<file path="src/rtl/snoop_bus_pkg.sv">
// Shared types for the MSI snooping bus arbiter.
// Bus operation encoding and arbiter FSM state codes.
package snoop_bus_pkg;

  typedef enum logic [1:0] {
    BUS_RD   = 2'b00,
    BUS_UPGR = 2'b01,
    BUS_RDX  = 2'b10,
    BUS_NONE = 2'b11
  } bus_op_t;

  typedef logic [1:0] bus_state_t;

  localparam bus_state_t IDLE    = 2'd0;
  localparam bus_state_t SNOOP   = 2'd1;
  localparam bus_state_t L2_WAIT = 2'd2;
  localparam bus_state_t DONE    = 2'd3;

endpackage

</file>
<file path="src/rtl/snoop_bus_arbiter_rr.sv">
// Combinational round-robin picker.
// Grants the first set req_vec bit at or after ptr, wrapping.
module rr_arbiter #(
  parameter int N = 4
) (
  input  logic [N-1:0]         req_vec,
  input  logic [$clog2(N)-1:0] ptr,
  output logic [N-1:0]         gnt
);

  // Walk the search order backwards so the earliest candidate wins.
  always_comb begin
    gnt = '0;
    for (int i = N - 1; i >= 0; i--) begin
      if (req_vec[(int'(ptr) + i) % N]) begin
        gnt = '0;
        gnt[(int'(ptr) + i) % N] = 1'b1;
      end
    end
  end

endmodule

</file>
<file path="src/rtl/snoop_bus_arbiter.sv">
// Round-robin MSI snooping bus between per-core L1s and L2.
// Optional L2 wait timeout: define SNOOP_BUS_TIMEOUT_EN.
module snoop_bus_arbiter
  import snoop_bus_pkg::*;
#(
  parameter int NUM_CORES = 4,
  parameter int ADDR_W    = 32,
  parameter int DATA_W    = 32,
  parameter int TIMEOUT   = 64
) (
  input  logic                          clk,
  input  logic                          reset,
  input  logic [NUM_CORES-1:0]          req,
  input  logic [NUM_CORES*2-1:0]        op,
  input  logic [NUM_CORES*ADDR_W-1:0]   addr,
  output logic [NUM_CORES-1:0]          grant,
  output logic [NUM_CORES-1:0]          done,
  output logic [DATA_W-1:0]             rdata,
  output logic                          rdata_shared,
  output logic [NUM_CORES-1:0]          err,
  output logic                          snoop_valid,
  output logic [1:0]                    snoop_op,
  output logic [ADDR_W-1:0]             snoop_addr,
  output logic [$clog2(NUM_CORES)-1:0]  snoop_src,
  input  logic [NUM_CORES-1:0]          snoop_hit,
  input  logic [NUM_CORES*DATA_W-1:0]   snoop_data,
  output logic                          l2_req,
  output logic [ADDR_W-1:0]             l2_addr,
  input  logic                          l2_ack,
  input  logic [DATA_W-1:0]             l2_rdata
);

  localparam int IW = $clog2(NUM_CORES);

  bus_state_t          state_q, state_d;
  logic [IW-1:0]       owner_q, owner_d;
  logic [IW-1:0]       ptr_q, ptr_d;
  logic [1:0]          op_q, op_d;
  logic [ADDR_W-1:0]   addr_q, addr_d;
  logic [DATA_W-1:0]   rdata_q, rdata_d;
  logic                shared_q, shared_d;

  logic [NUM_CORES-1:0] elig;
  logic [NUM_CORES-1:0] gnt;
  logic [IW-1:0]        gnt_idx;
  logic [1:0]           sel_op;
  logic [ADDR_W-1:0]    sel_addr;
  logic [NUM_CORES-1:0] owner_oh;
  logic [NUM_CORES-1:0] hit_m;
  logic                 peer_hit;
  logic [DATA_W-1:0]    peer_data;
  logic [IW-1:0]        ptr_nxt;
  logic                 tmo;

  always_comb begin
    for (int i = 0; i < NUM_CORES; i++) begin
      elig[i] = req[i] && (op[i*2 +: 2] != BUS_NONE);
    end
  end

  rr_arbiter #(.N(NUM_CORES)) u_rr (
    .req_vec (elig),
    .ptr     (ptr_q),
    .gnt     (gnt)
  );

  always_comb begin
    gnt_idx  = '0;
    sel_op   = BUS_NONE;
    sel_addr = '0;
    for (int i = 0; i < NUM_CORES; i++) begin
      if (gnt[i]) begin
        gnt_idx  = IW'(i);
        sel_op   = op[i*2 +: 2];
        sel_addr = addr[i*ADDR_W +: ADDR_W];
      end
    end
  end

  assign owner_oh = NUM_CORES'(1) << owner_q;
  assign hit_m    = snoop_hit & ~owner_oh;
  assign ptr_nxt  = (owner_q == IW'(NUM_CORES - 1)) ? '0 : owner_q + 1'b1;

  // Lowest-index hitting peer supplies the line.
  always_comb begin
    peer_hit  = 1'b0;
    peer_data = '0;
    for (int i = NUM_CORES - 1; i >= 0; i--) begin
      if (hit_m[i]) begin
        peer_hit  = 1'b1;
        peer_data = snoop_data[i*DATA_W +: DATA_W];
      end
    end
  end

`ifdef SNOOP_BUS_TIMEOUT_EN
  localparam int CW = $clog2(TIMEOUT + 1);

  logic [CW-1:0] cnt_q, cnt_d;

  assign cnt_d = (state_q == L2_WAIT) ? cnt_q + 1'b1 : '0;
  assign tmo   = (state_q == L2_WAIT) && !l2_ack &&
                 (cnt_q == CW'(TIMEOUT - 1));
  assign err   = tmo ? owner_oh : '0;

  always_ff @(posedge clk) begin
    if (reset) cnt_q <= '0;
    else       cnt_q <= cnt_d;
  end
`else
  logic [31:0] unused_timeout;

  assign unused_timeout = TIMEOUT;
  assign tmo            = 1'b0;
  assign err            = '0;
`endif

  always_comb begin
    state_d  = state_q;
    owner_d  = owner_q;
    ptr_d    = ptr_q;
    op_d     = op_q;
    addr_d   = addr_q;
    rdata_d  = rdata_q;
    shared_d = shared_q;
    unique case (state_q)
      IDLE: begin
        if (|elig) begin
          owner_d = gnt_idx;
          op_d    = sel_op;
          addr_d  = sel_addr;
          state_d = SNOOP;
        end
      end
      SNOOP: begin
        if (op_q == BUS_UPGR) begin
          rdata_d  = '0;
          shared_d = 1'b0;
          state_d  = DONE;
        end else if (peer_hit) begin
          rdata_d  = peer_data;
          shared_d = 1'b1;
          state_d  = DONE;
        end else begin
          state_d  = L2_WAIT;
        end
      end
      L2_WAIT: begin
        if (l2_ack) begin
          rdata_d  = l2_rdata;
          shared_d = 1'b0;
          state_d  = DONE;
        end else if (tmo) begin
          ptr_d   = ptr_nxt;
          state_d = IDLE;
        end
      end
      DONE: begin
        ptr_d   = ptr_nxt;
        state_d = IDLE;
      end
      default: state_d = IDLE;
    endcase
  end

  always_ff @(posedge clk) begin
    if (reset) begin
      state_q  <= IDLE;
      owner_q  <= '0;
      ptr_q    <= '0;
      op_q     <= BUS_NONE;
      addr_q   <= '0;
      rdata_q  <= '0;
      shared_q <= 1'b0;
    end else begin
      state_q  <= state_d;
      owner_q  <= owner_d;
      ptr_q    <= ptr_d;
      op_q     <= op_d;
      addr_q   <= addr_d;
      rdata_q  <= rdata_d;
      shared_q <= shared_d;
    end
  end

  assign grant        = (state_q != IDLE) ? owner_oh : '0;
  assign done         = (state_q == DONE) ? owner_oh : '0;
  assign rdata        = (state_q == DONE) ? rdata_q : '0;
  assign rdata_shared = (state_q == DONE) && shared_q;
  assign snoop_valid  = (state_q == SNOOP);
  assign snoop_op     = (state_q == SNOOP) ? op_q : BUS_NONE;
  assign snoop_addr   = (state_q == SNOOP) ? addr_q : '0;
  assign snoop_src    = (state_q == SNOOP) ? owner_q : '0;
  assign l2_req       = (state_q == L2_WAIT);
  assign l2_addr      = (state_q == L2_WAIT) ? addr_q : '0;

endmodule
</file>
<file path="config.mk">
export PLATFORM = sky130hd
export DESIGN_NAME = snoop_bus_arbiter
export DESIGN_NICKNAME = d
export VERILOG_FILES = /design/src/rtl/snoop_bus_pkg.sv /design/src/rtl/snoop_bus_arbiter_rr.sv /design/src/rtl/snoop_bus_arbiter.sv
export SDC_FILE = /design/constraint.sdc
export NUM_CORES = 1
export LEC_CHECK = 0
export BUFFER_PORTS_ARGS = -buffer_cell sky130_fd_sc_hd__buf_4
export CAP_MARGIN = 10
export CORE_AREA = 2 2 166 168
export CTS_CLUSTER_SIZE = 8
export DETAILED_ROUTE_END_ITERATION = 6
export DIE_AREA = 0 0 168 170
export PLACE_DENSITY_LB_ADDON = 0.2
export SKIP_LAST_GASP = 1
export SLEW_MARGIN = 20
export SYNTH_ARGS = -nofsm -noshare
export SYNTH_HDL_FRONTEND = slang
export SYNTH_HIERARCHICAL = 1
export SYNTH_SLANG_ARGS = --single-unit
export TNS_END_PERCENT = 30
</file>
<file path="constraint.sdc">
create_clock -name clk -period 3.42 [get_ports clk]
set_clock_uncertainty 0.2 [all_clocks]
set_input_delay 0.513 -clock clk [delete_from_list [all_inputs] [get_ports clk]]
set_output_delay 0.513 -clock clk [all_outputs]
set_load 0.1 [all_outputs]
</file>
Word level (Yosys, flattened, before mapping)
Index checks and enable logic that the tools add are counted.

storage, ports and cells
  input port bits = 307
  output and inout bits = 115
  word-level logic and storage cells = 119
  flip-flop bits (word level) = 73

cells by class
  shifts and indexed selects = 1
  reduce and logical (&&, ||, !) cells = 19
  equal/unequal tests = 12
  add/sub/neg operators = 4
  multiplexer cells = 63
  bitwise operators = 5
  magnitude comparators = 8

operators with widths
  cell                   number
  $mux W32               14
  $pmux W32 S2           1
  $mux W4                6
  $mux W2                11
  $mux W1                21
  $lt A3 B4 Y1 const B   3
  $ne A2 B2 Y1 const B   5
  $ge A3 B1 Y1 const B   3
  $logic_and A1 B1 Y1    9
  $bmux W1 S2            4
  $demux W1 S2           4
  $pmux W2 S4            1
  $eq A2 B2 Y1 const B   3
  $reduce_or A2 Y1       3
  $add A2 B1 Y2 const B  2
  $add A2 B2 Y2 const B  2
  $and A4 B4 Y4          1
  $eq A2 B1 Y1 const B   2
  $not A4 Y4             1
  $reduce_and A2 Y1      2
  $reduce_bool A2 Y1     2
  $reduce_or A4 Y1       1
  $shl A1 B2 Y4 const A  1
  $and A1 B1 Y1 const A  3
  7 further kinds        7

Depth between registers and ports, before layout
Gate-level depths: netlist of the first run.

  depth in word-level cells = 15
  gate-level depth with buffers = 14
  gate-level depth less buffers = 11

Hierarchy
The synthesis of the first run kept the hierarchy.

modules (own cells, without submodules)
  module             times used  cells each  area each (um^2)
  snoop_bus_arbiter  1           694         5464.0
  rr_arbiter         1           47          412.9

Worst setup path after synthesis of the first run
OpenSTA, ideal clock, no wires.

  path kind = register to output
  start = register state_q[0]
  end = output port l2_addr[10]
  setup slack = -33 ps
  arrival time = 2740 ps
  stages on the path, launching flop included = 7
  required time = 2707 ps
  cells stage by stage = dfxtp_1 > inv_1 > ha_1 > clkbuf_1 > clkbuf_1 > clkbuf_1 > and2_1

on the way
  longest elaborated chain between the ends = 2

ends and longest elaborated chain
  item                    line                      RTL
  from (decl)             snoop_bus_arbiter.sv:35   bus_state_t state_q, state_d;
  from (signal assigned)  snoop_bus_arbiter.sv:176  state_q <= state_d;
  $eq A2 B2 Y1            -
  via l2_req              snoop_bus_arbiter.sv:27   output logic l2_req,
  $mux W32                snoop_bus_arbiter.sv:195  assign l2_addr = (state_q == L2_WAIT) ? addr_q : '0;
  to (decl)               snoop_bus_arbiter.sv:28   output logic [ADDR_W-1:0] l2_addr,

The timed path passes the listed nets, and every way through them passes these cells.

Final worst setup path of the first run
  start = register ptr_q[0]
  end = register addr_q[5]

on the way
  elaborated cells between the ends (all ways) = 48
  classes of those cells = add/sub: 3; order compare: 8; mux: 27; bitwise: 3; reduce/logical: 7

RTL lines
  item                                                                line                                                    RTL
  from (decl)                                                         snoop_bus_arbiter.sv:37                                 logic [IW-1:0] ptr_q, ptr_d;
  from (signal assigned)                                              snoop_bus_arbiter.sv:178                                ptr_q <= ptr_d;
  $add A2 B2 Y2                                                       snoop_bus_arbiter_rr.sv:15, snoop_bus_arbiter_rr.sv:17
  $reduce_or A2 Y1 (no line)                                          -
  $and A1 B1 Y1 (no line)                                             -
  $lt A3 B4 Y1 (implied by the code) or $ge A3 B1 Y1 (tied branches)  snoop_bus_arbiter_rr.sv:17                              gnt[(int'(ptr) + i) % N] = 1'b1;
  $logic_and A1 B1 Y1 (implied by the code)                           snoop_bus_arbiter_rr.sv:17
  $mux W1 (implied by the code)                                       snoop_bus_arbiter_rr.sv:17
  $demux W1 S2                                                        -
  $mux W4 (3 in a row)                                                snoop_bus_arbiter_rr.sv:15                              if (req_vec[(int'(ptr) + i) % N]) begin
  $mux W4 *                                                           snoop_bus_arbiter_rr.sv:15
  via gnt[2]                                                          snoop_bus_arbiter.sv:44                                 logic [NUM_CORES-1:0] gnt;
  $mux W32 * (2 in a row)                                             snoop_bus_arbiter.sv:72                                 if (gnt[i]) begin
  to (signal assigned)                                                snoop_bus_arbiter.sv:180                                addr_q <= addr_d;
  to (decl)                                                           snoop_bus_arbiter.sv:39                                 logic [ADDR_W-1:0] addr_q, addr_d;

Mark *: on every way through the listed nets, which the timed path passes. The rest lies on a longest branch. The select of a mux whose other input is x is not followed.
A chain may end at the register's enable or synchronous reset.

==> summary.txt, run 1 <==
Clocking
  – Inserted Clock Buffers: 9
  – Worst skew pair latency: 0.34 ns
  – # Post-CTS Setup Buffers: 0
  – CTS tree: yes
  – Root buf cell: clkbuf_16
  – Hold_buf cts: 0
  – Reg clk slew, reported paths: 0.07 ns
  – Htree depth: 3
  – Sink Count: 73
  – Clock Path Buffers: 2

Placement
  – GPL Wtd Cong: approximately 0.8
  – Port Buf Inserts: 417
  – Post-DP HPWL: about 21,000 µm

Global routing
  – Grt peak-use layer: met2
  – All-Layer GR Usage: 18.6%
  – Initial antenna violation count: 1
  – Largest net degree at the start of global routing: 76
  – GR Util met3: 4.58%
  – GR Util met1: 22.2%
  – Number of global-route vias before repair: 7,001
  – Global-route wire length before repair: 41,200 µm
  – Global-route met2 utilization: 33.2%
  – GR Overflow Total: 0

Route
  – WL/cell: 19.0 µm
  – Detail Route Antenna Nets: 0
  – WL final: 27,900 µm
  – Via count: a little over 7,000
  – DR DRC count: 0
  – DR vias/cell: approximately 4.9
  – 1st-iter DRT viols: between 300 and 400
  – DR pass1 iterations: 6

STA
  – Hold slack: 0.253 ns
  – Period minus WS final: roughly 3.1 ns
  – Worst-Margin Slew: 0.946 ns
  – Final hold viol count: 0
  – FMAX: 0.318 GHz
  – Period utilization: 91.8%
  – Unrepaired setup endpoints after global routing: no
  – Setup TNS: 0 ns
  – Slew HR: 36.9%
  – Final setup viols: 0
  – Max Slew Vio Count: 0

Yosys
  – Top_reg_cell synth: dfxtp_1
  – Ys async rst share: 0%
  – Average cell area after synthesis: 7.93 µm²
  – Top cells by count, synth: 103 x and2_1, 97 x a211oi_1, 76 x nor2_1
  – Synth area leaders: dfxtp_1 25%, a211oi_1 12%, and2_1 11%, a221o_1 5.5%, a221oi_1 4.9%
  – Number of library cell types mapped by synthesis: slightly below 50
  – Cell with the most instances after synthesis: and2_1
  – Area fraction of the dominant cell type after synthesis: 24.9%
  – Area leader, netlist: dfxtp_1
  – Flops & latches, synth: 73
  – Post-synth EDFFs: 0
  – Post-synthesis instance area: 0.00588 mm²
  – Sequential area share after synthesis: 24.9%
  – Syn Inst Count: 741
  – Yosys warning total: 6

Power
  – Lkg Pwr: 0.00443 µW
  – Pwr/cell area: 817 mW/mm²
  – VDD IR max: 0.510 mV

Floorplan
  – Full die area: 0.0286 mm²
  – Core Box Area: 0.0267 mm²
  – Die Wd: 168 µm
  – Die Y: 170 µm
  – Ports: 422
  – Cell Rows: 60
  – Starting density of the core: 22.1%

Setup path
  – CP endpoint: addr_q[5]
  – Crit end category: register
  – Reg2Reg Capture Point: addr_q[5]
  – Setup Crit Path Kind: register to register
  – CP bufs+invs: 5
  – Cell chain of the critical path: inv_1, ha_1, mux4_2, a211oi_1, buf_4, o31ai_4, buf_4, nor3_2, buf_12, buf_12, a221oi_1, a211oi_1
  – Crit-path leading delay family: buffers and inverters
  – Critical path's largest stage delay: 0.37 ns
  – Worst Path Max Fanout: 23
  – Worst reg2reg path depth: 12
  – Critical Path RT: between 3 and 4 ns
  – Critical Path AT: 3.19 ns
  – Critical Path Slowest Stage Cell: ha_1
  – Worst path depth: 12
  – Internal reg-to-reg setup slack: 0.28 ns
  – Critical Path Source Type: register
  – Critical Path Start: ptr_q[0]
  – Worst reg2reg path startpoint: ptr_q[0]

Worst hold path
  – Min-Delay Path Class: register to register

Job
  – Max cap viols: 0

Finish
  – Nets: 1,446
  – Syn-to-layout area delta: 67.0%
  – Ant. Diodes: 0
  – Share of cells above drive strength 1: between 40% and 50%

Outcome
  – Outcome: finished clean
-- metrics by stage --
stage	area [µm²]	std cells	power, µW	setup slack, ns	utilization (%)
4_1_cts	9810	1469	8100	0.238	36.8
3_5_place_dp	9500	1453	7040	-0.0604	35.6
2_1_floorplan	5900	744	5480	-0.0328	-
6_report	9810	1469	8020	0.280	36.8
5_1_grt	9810	1469	8590	0.0771	36.8
3_3_place_gp	9500	1453	7020	-0.0270	35.6
-- per-layer routing --
layer / up-vias / wire length [µm] / part of all wire, %
li1: 3514 / - / -
met2: 307 / 14000 / 50
met3: 25 / 2180 / 7.8
met4: 2 / 457 / 1.6
met1: 3313 / 11200 / 40
met5: - / 9 / 0.032
-- worst min-delay path: stages (launching register included) --
cell and delay [ns]:
dfxtp_1 0.30, inv_1 0.05, a211oi_1 0.05
-- report_power, final --
part	internal, µW	leakage [µW]	switching (µW)
sequential	1260	0.000605	238
combinational	1920	0.00368	3580
clock	606	0.000149	407
total	3790	0.00443	4230
-- layout make-up --
cell class | count | area (µm²)
fill | 2866 | 16800
tap | 341 | 427
timing repair buffer | 452 | 3480
sequential | 73 | 1460
inverter | 40 | 150
clock buffer | 12 | 256
multi-input combinational | 547 | 3990
clock inverter | 4 | 51.3
-- kinds of logic after synthesis --
family	synth area share, %
AO/OA/AOI/OAI	39.0
adder cells (fa/ha/maj)	3.41
buffers and inverters	8.84
multiplexers	2.79
flip-flops	24.9
AND/OR/NAND/NOR	21.0
other	0.0638
-- placed cells by master (no fill, tap or decap), drive strengths merged, types with 12 or more instances in the layout --
cell    synthesis  layout
nand2          14      14
a221oi         33      33
ha             16      16
a22o           31      31
inv            40      40
and2          103     103
nor2b          15      15
a22oi          31      31
nor2           76      76
a221o          32      32
clkbuf         67      12
buf            17     452
o21a           31      31
a211oi         97      97
dfxtp          73      73
-- timing repair --
| item | in CTS | in global routing |
|---|---|---|
| setup endpoints to repair | 0 | 1 |
| endpoints found under the hold margin | 0 | 0 |
| gates resized for setup | 0 | 1 |
-- flip-flops by register name (all words and copies together) (netlist names) --
register,flops
op_q,2
addr_q,32
rdata_q,32
state_q,2
shared_q,1
ptr_q,2
owner_q,2
-- worst min path at each step --
stage | end | depth (start not counted) | from
2_1_floorplan | rdata_q[0] | 2 | rdata_q[0]
3_3_place_gp | rdata_q[6] | 2 | rdata_q[6]
3_5_place_dp | rdata_q[9] | 2 | rdata_q[9]
4_1_cts | rdata_q[9] | 2 | rdata_q[9]
5_1_grt | rdata_q[9] | 2 | rdata_q[9]
6_report | rdata_q[9] | 2 | rdata_q[9]
No activity file was read; power rests on OpenSTA's default activity.
==> run 2, diff against run 1 <==
- CORE_AREA: 2 2 166 168 -> 2 2 163 165
- DIE_AREA: 0 0 168 170 -> 0 0 165 167
- MAX_ROUTING_LAYER: unset -> met4
- SYNTH_HIERARCHICAL: 1 -> unset
==> run 2 against run 1 <==
Via count grew 3.8%. Sequential power is essentially flat. Synthesized cell count grew 10%. Routed wire length grew 3.0%. Sequential share of layout area grew 0.11 points. Combinational power grew 10%. Critical endpoint is now addr_q[1]. Largest power group unchanged. Highest routed layer is now met4.
==> summary.txt, run 2 <==
Floorplan
  – Cell Rows: just under 60
  – Die Y: 167 µm
  – Die Wd: 165 µm
  – Core Box Area: 0.0258 mm²
  – Full die area: around 0.028 mm²
  – Starting density of the core: between 20% and 30%
  – Ports: 422

Global routing
  – Number of global-route vias before repair: 7,198
  – Largest net degree at the start of global routing: 74
  – GR Overflow Total: 0
  – All-Layer GR Usage: 20.3%
  – Global-route wire length before repair: around 42,000 µm
  – Initial antenna violation count: 0

STA
  – Slew HR: 38.8%
  – Setup ws final: 0.293 ns
  – Unrepaired setup endpoints after global routing: no
  – Max Slew Vio Count: 0
  – Period minus WS final: 3.13 ns
  – Period utilization: 91.4%
  – Final setup viols: 0
  – FMAX: 0.320 GHz
  – Final hold viol count: 0
  – Worst-Margin Slew: 0.918 ns

Clocking
  – Clock Path Buffers: 2
  – CTS tree: yes
  – Hold_buf cts: 0
  – Root buf cell: clkbuf_16
  – # Post-CTS Setup Buffers: 0
  – Reg clk slew, reported paths: about 0.07 ns
  – Worst skew pair latency: roughly 0.33 ns
  – Sink Count: 73
  – Inserted Clock Buffers: 9
  – Htree depth: 3
  – Post-cts sizing count: 0

Setup path
  – Critical Path RT: 3.45 ns
  – Worst path depth: 9
  – Setup Crit Path Kind: register to register
  – Worst reg2reg path depth: 9
  – Crit end category: register
  – Cell chain of the critical path: inv_1, ha_1, nor2b_1, a221oi_1, or2_1, and4b_1, o31ai_2, nand2_4, o221a_2
  – Critical path's largest stage delay: 0.43 ns
  – Worst reg2reg path startpoint: ptr_q[0]
  – Critical Path AT: approximately 3.2 ns
  – Reg2Reg Capture Point: addr_q[1]
  – Critical Path Slowest Stage Cell: o31ai_2
  – CP endpoint: addr_q[1]
  – CP bufs+invs: 1
  – Crit-path leading delay family: simple AND/OR/NAND/NOR gates
  – Worst Path Max Fanout: 32
  – Critical Path Source Type: register
  – Critical Path Start: ptr_q[0]
  – Internal reg-to-reg setup slack: 0.29 ns

Worst hold path
  – Min-Delay Path Class: primary input to register

Yosys
  – Post-synth EDFFs: 0
  – Synth area leaders: dfxtp_1 24%, and2_1 11%, nor3_1 7.9%, nor2_1 7.1%, a221oi_1 5.2%
  – Top_reg_cell synth: dfxtp_1
  – Post-synthesis instance area: 0.00603 mm²
  – Cell with the most instances after synthesis: nor2_1
  – Area fraction of the dominant cell type after synthesis: 24.2%
  – Average cell area after synthesis: 7.40 µm²
  – Ys async rst share: 0%
  – Area leader, netlist: dfxtp_1
  – Flops & latches, synth: 73
  – Yosys warning total: 0
  – Syn Inst Count: 815
  – Top cells by count, synth: 114 x nor2_1, 103 x and2_1, 95 x nor3_1
  – Number of library cell types mapped by synthesis: 55
  – Sequential area share after synthesis: 24.2%

Route
  – Detail Route Antenna Nets: 0
  – 1st-iter DRT viols: about 350
  – Via count: around 7,400
  – DR DRC count: 0
  – WL final: 28,700 µm
  – DR pass1 iterations: 4
  – WL/cell: 18.9 µm
  – DR vias/cell: 4.88

Finish
  – Commonest cells after routing, fill and taps aside: 436 x buf_4, 113 x nor2_1, 102 x and2_1
  – Most common cell after layout, fill and taps aside: buf_4
  – Syn-to-layout area delta: 61.7%
  – Non-filler cells, final: 1,523
  – Share of cells above drive strength 1: 40.9%
  – Regs by FF count: addr_q (32), rdata_q (32)
  – Nets: 1,505
  – Ant. Diodes: 0

Power
  – Pwr/cell area: approximately 890 mW/mm²
  – VDD IR max: 0.591 mV
  – Lkg Pwr: around 0.0045 µW

Job
  – Max cap viols: 0

Placement
  – Setup WS pre-CTS: 0.140 ns
  – Post-DP HPWL: 21,900 µm
  – Port Buf Inserts: 417
  – GPL Wtd Cong: slightly below 0.9
  – Placed insts: roughly 1,500

Outcome
  – Outcome: finished clean
run 2: cell families (layout without fill, tap and decap cells):
family | Yosys count | in the layout | synth area share [%]
buffers and inverters | 102 | 472 | 8.01
multiplexers | 10 | 10 | 2.35
flip-flops | 73 | 73 | 24.2
AO/OA/AOI/OAI | 226 | 226 | 29.6
adder cells (fa/ha/maj) | 15 | 15 | 3.11
other | 1 | 4 | 0.0622
AND/OR/NAND/NOR | 388 | 388 | 32.6
run 2: how the worst min path moves through the flow:
stage                     startpoint          to  slack [ns]  depth (start not counted)
after global placement      shared_q    shared_q        0.26                          2
after detailed placement    shared_q    shared_q        0.26                          2
after floorplan             shared_q    shared_q        0.25                          2
final                       addr[76]  addr_q[12]        0.24                          2
after CTS                   addr[76]  addr_q[12]        0.23                          2
after global routing        addr[90]  addr_q[26]        0.23                          2
run 2: area by class of cell:
class	instances	area [µm²]
multi-input cells	643	4120
fillers	2729	16000
inverters	17	63.8
repair buffers	439	3330
flip-flops and latches	73	1460
well taps	335	419
clock buffers	10	229
clock inverters	6	115
run 2: power breakdown:
part / switching, µW / internal [µW]
Sequential: 238 / 1230
Combinational: 4170 / 1890
Clock: 402 / 718
Total: 4810 / 3840
run 2: through the flow:
step	hold slack (ns)	total power [µW]	utilization [%]	TNS (ns)	cell area, µm²
after CTS	0.226	8740	37.8	0	9740
after global routing	0.229	9260	37.8	0	9750
after floorplan	0.246	5980	-	-0.146	6040
final	0.240	8650	37.8	0	9750
after detailed placement	0.258	7570	36.5	0	9400
after global placement	0.258	7550	36.5	0	9400
run 2: per-layer routing:
layer | vias to the layer above | share of wire [%] | GRT usage, %
li1 | 3670 | - | -
met1 | 3475 | 41 | 24.0
met2 | 268 | 51 | 35.6
met3 | 20 | 6.7 | 3.94
met4 | 0 | 1.3 | 4.35
met5 | - | 0 | -
==> run 3, diff against run 2 <==
- BUFFER_PORTS_ARGS: -buffer_cell sky130_fd_sc_hd__buf_4 -> -buffer_cell sky130_fd_sc_hd__buf_2
==> run 3 against run 2 <==
Setup slack improved by 0.023 ns. Register-to-register slack improved by 0.02 ns. First-iteration DRC count increased by 16%. Final area decreased by 10%. Sequential share of layout area increased by 1.7 points. Largest power group unchanged.
==> summary.txt, run 3 (same netlist as run 2, synthesis figures left out) <==
STA
  – Worst-Margin Slew: 0.824 ns
  – Period minus WS final: 3.10 ns
  – Final setup viols: 0
  – Slew HR: 45.1%
  – Final hold viol count: 0
  – FMAX: about 0.32 GHz
  – Period utilization: about nine tenths
  – Max Slew Vio Count: 0
  – Unrepaired setup endpoints after global routing: no

Finish
  – Share of cells above drive strength 1: 41.4%
  – Sequential cell area: 0.00146 mm²
  – Non-filler cells, final: 1,533
  – Post-layout util: 33.9%
  – Regs by FF count: addr_q (32), rdata_q (32)
  – Final instance area: approximately 0.009 mm²
  – Syn-to-layout area delta: 45.1%
  – Commonest cells after routing, fill and taps aside: 417 x buf_2, 113 x nor2_1, 102 x and2_1
  – Area of the multi-input gates: 0.00412 mm²
  – Most common cell after layout, fill and taps aside: buf_2
  – Nets: 1,514
  – Layout filler cell count: around 2,800

Route
  – WL final: ~28,000 µm
  – WL/cell: ~18 µm
  – Detail Route Antenna Nets: 0
  – Via count: 7,446
  – DR DRC count: 0
  – DR vias/cell: 4.86
  – 1st-iter DRT viols: 408
  – DR pass1 iterations: 5

Global routing
  – Initial antenna violation count: 1
  – Largest net degree at the start of global routing: 65
  – Number of global-route vias before repair: between 7,000 and 8,000
  – All-Layer GR Usage: 19.7%
  – GR Overflow Total: 0
  – Global-route wire length before repair: 40,800 µm

Worst hold path
  – Min-Delay Path Class: primary input to register

Setup path
  – Critical Path Source Type: register
  – Internal reg-to-reg setup slack: between 0.3 and 0.4 ns
  – Worst Path Max Fanout: 21
  – Setup Crit Path Kind: register to register
  – Crit end category: register
  – Critical Path Slowest Stage Cell: a221oi_1
  – Critical Path RT: 3.45 ns
  – Critical path's largest stage delay: 0.44 ns
  – Critical Path AT: 3.14 ns
  – Crit-path leading delay family: compound AO/OA/AOI/OAI gates
  – Cell chain of the critical path: inv_1, ha_1, nor2b_1, a221oi_1, or2_1, nor3_1, nor3_4, buf_4, a21oi_1, o2bb2ai_2, a2111oi_2
  – CP bufs+invs: 2

Clocking
  – # Post-CTS Setup Buffers: 0
  – Inserted Clock Buffers: 9
  – Root buf cell: clkbuf_16
  – Hold_buf cts: 0
  – Htree depth: 3
  – Reg clk slew, reported paths: 0.07 ns
  – Sink Count: 73
  – Clock Path Buffers: 2
  – CTS tree: yes
  – Post-cts sizing count: 0
  – Worst skew pair latency: 0.33 ns

Floorplan
  – Core Box Area: between 0.02 and 0.03 mm²
  – Ports: 422
  – Cell Rows: 59
  – Full die area: 0.0276 mm²
  – Die Wd: 165 µm
  – Starting density of the core: a little under a quarter
  – Die Y: 167 µm

Outcome
  – Outcome: finished clean

Power
  – Lkg Pwr: 0.00424 µW
  – Pwr/cell area: 962 mW/mm²
  – VDD IR max: roughly 0.55 mV

Placement
  – Area post-placement: 0.00840 mm²
  – Port Buf Inserts: between 400 and 500
  – Placed insts: around 1,500
  – Post-DP HPWL: 21,500 µm
  – GPL Wtd Cong: a little over 0.9

Job
  – Max cap viols: 0
==> run 3: cell count changes in the layout (fill, tap and decap cells not counted) <==
| cell | delta |
|---|---|
| and2_4 | -1 |
| and2_2 | +1 |
| buf_12 | -2 |
| diode_2 | +1 |
| buf_4 | -406 |
| buf_2 | +417 |
==> run 3: area by class of cell <==
type                    instances  share of cell area [%]
clock buffers                  10                    2.62
inverters                      17                   0.730
well taps                     335                    4.79
flip-flops and latches         73                    16.7
diodes                          1                  0.0286
repair buffers                448                    26.7
clock inverters                 6                    1.32
multi-input cells             643                    47.1
==> run 3: where the power goes <==
group | leakage (µW) | internal [µW] | switching, µW
clock network | 0.000163 | 717 | 396
registers | 0.000605 | 1230 | 248
logic | 0.00347 | 1690 | 4130
==> run 3: path summary, 6_finish.rpt <==
kind | depth (start not counted) | start | end
setup / recovery | 11 | ptr_q[0] | addr_q[31]
setup reg to reg | 11 | ptr_q[0] | addr_q[31]
hold reg to reg | 2 | shared_q | shared_q
hold / removal | 2 | addr[80] | addr_q[16]
==> run 3: through the flow <==
step / TNS, ns / setup slack [ns] / total power (µW) / hold slack (ns)
after detailed placement: 0 / 0.263 / 7350 / 0.257
after global routing: 0 / 0.0824 / 9060 / 0.231
after floorplan: -0.146 / -0.0732 / 5980 / 0.246
final: 0 / 0.315 / 8420 / 0.241
after CTS: 0 / 0.310 / 8520 / 0.225
after global placement: 0 / 0.291 / 7340 / 0.259
==> run 3: worst register-to-register path, delay by kind of cell (launching register included) <==
| family | cells | cell delay [ns] |
|---|---|---|
| AOI/OAI and AO/OA | 4 | 1.04 |
| adders and majority gates | 1 | 0.43 |
| buffers and inverters | 2 | 0.36 |
| DFF | 1 | 0.33 |
| and+or+nand+nor | 4 | 0.63 |
==> run 3: layer usage <==
| layer | GRT usage (%) | up-vias | share of wire, % | wire length (µm) |
|---|---|---|---|---|
| met3 | 3.69 | 29 | 6.8 | 1870 |
| met2 | 33.9 | 271 | 51 | 14000 |
| met5 | - | - | 0 | 0 |
| met1 | 23.4 | 3458 | 41 | 11300 |
| met4 | 5.41 | 0 | 1.8 | 495 |
| li1 | - | 3688 | - | - |
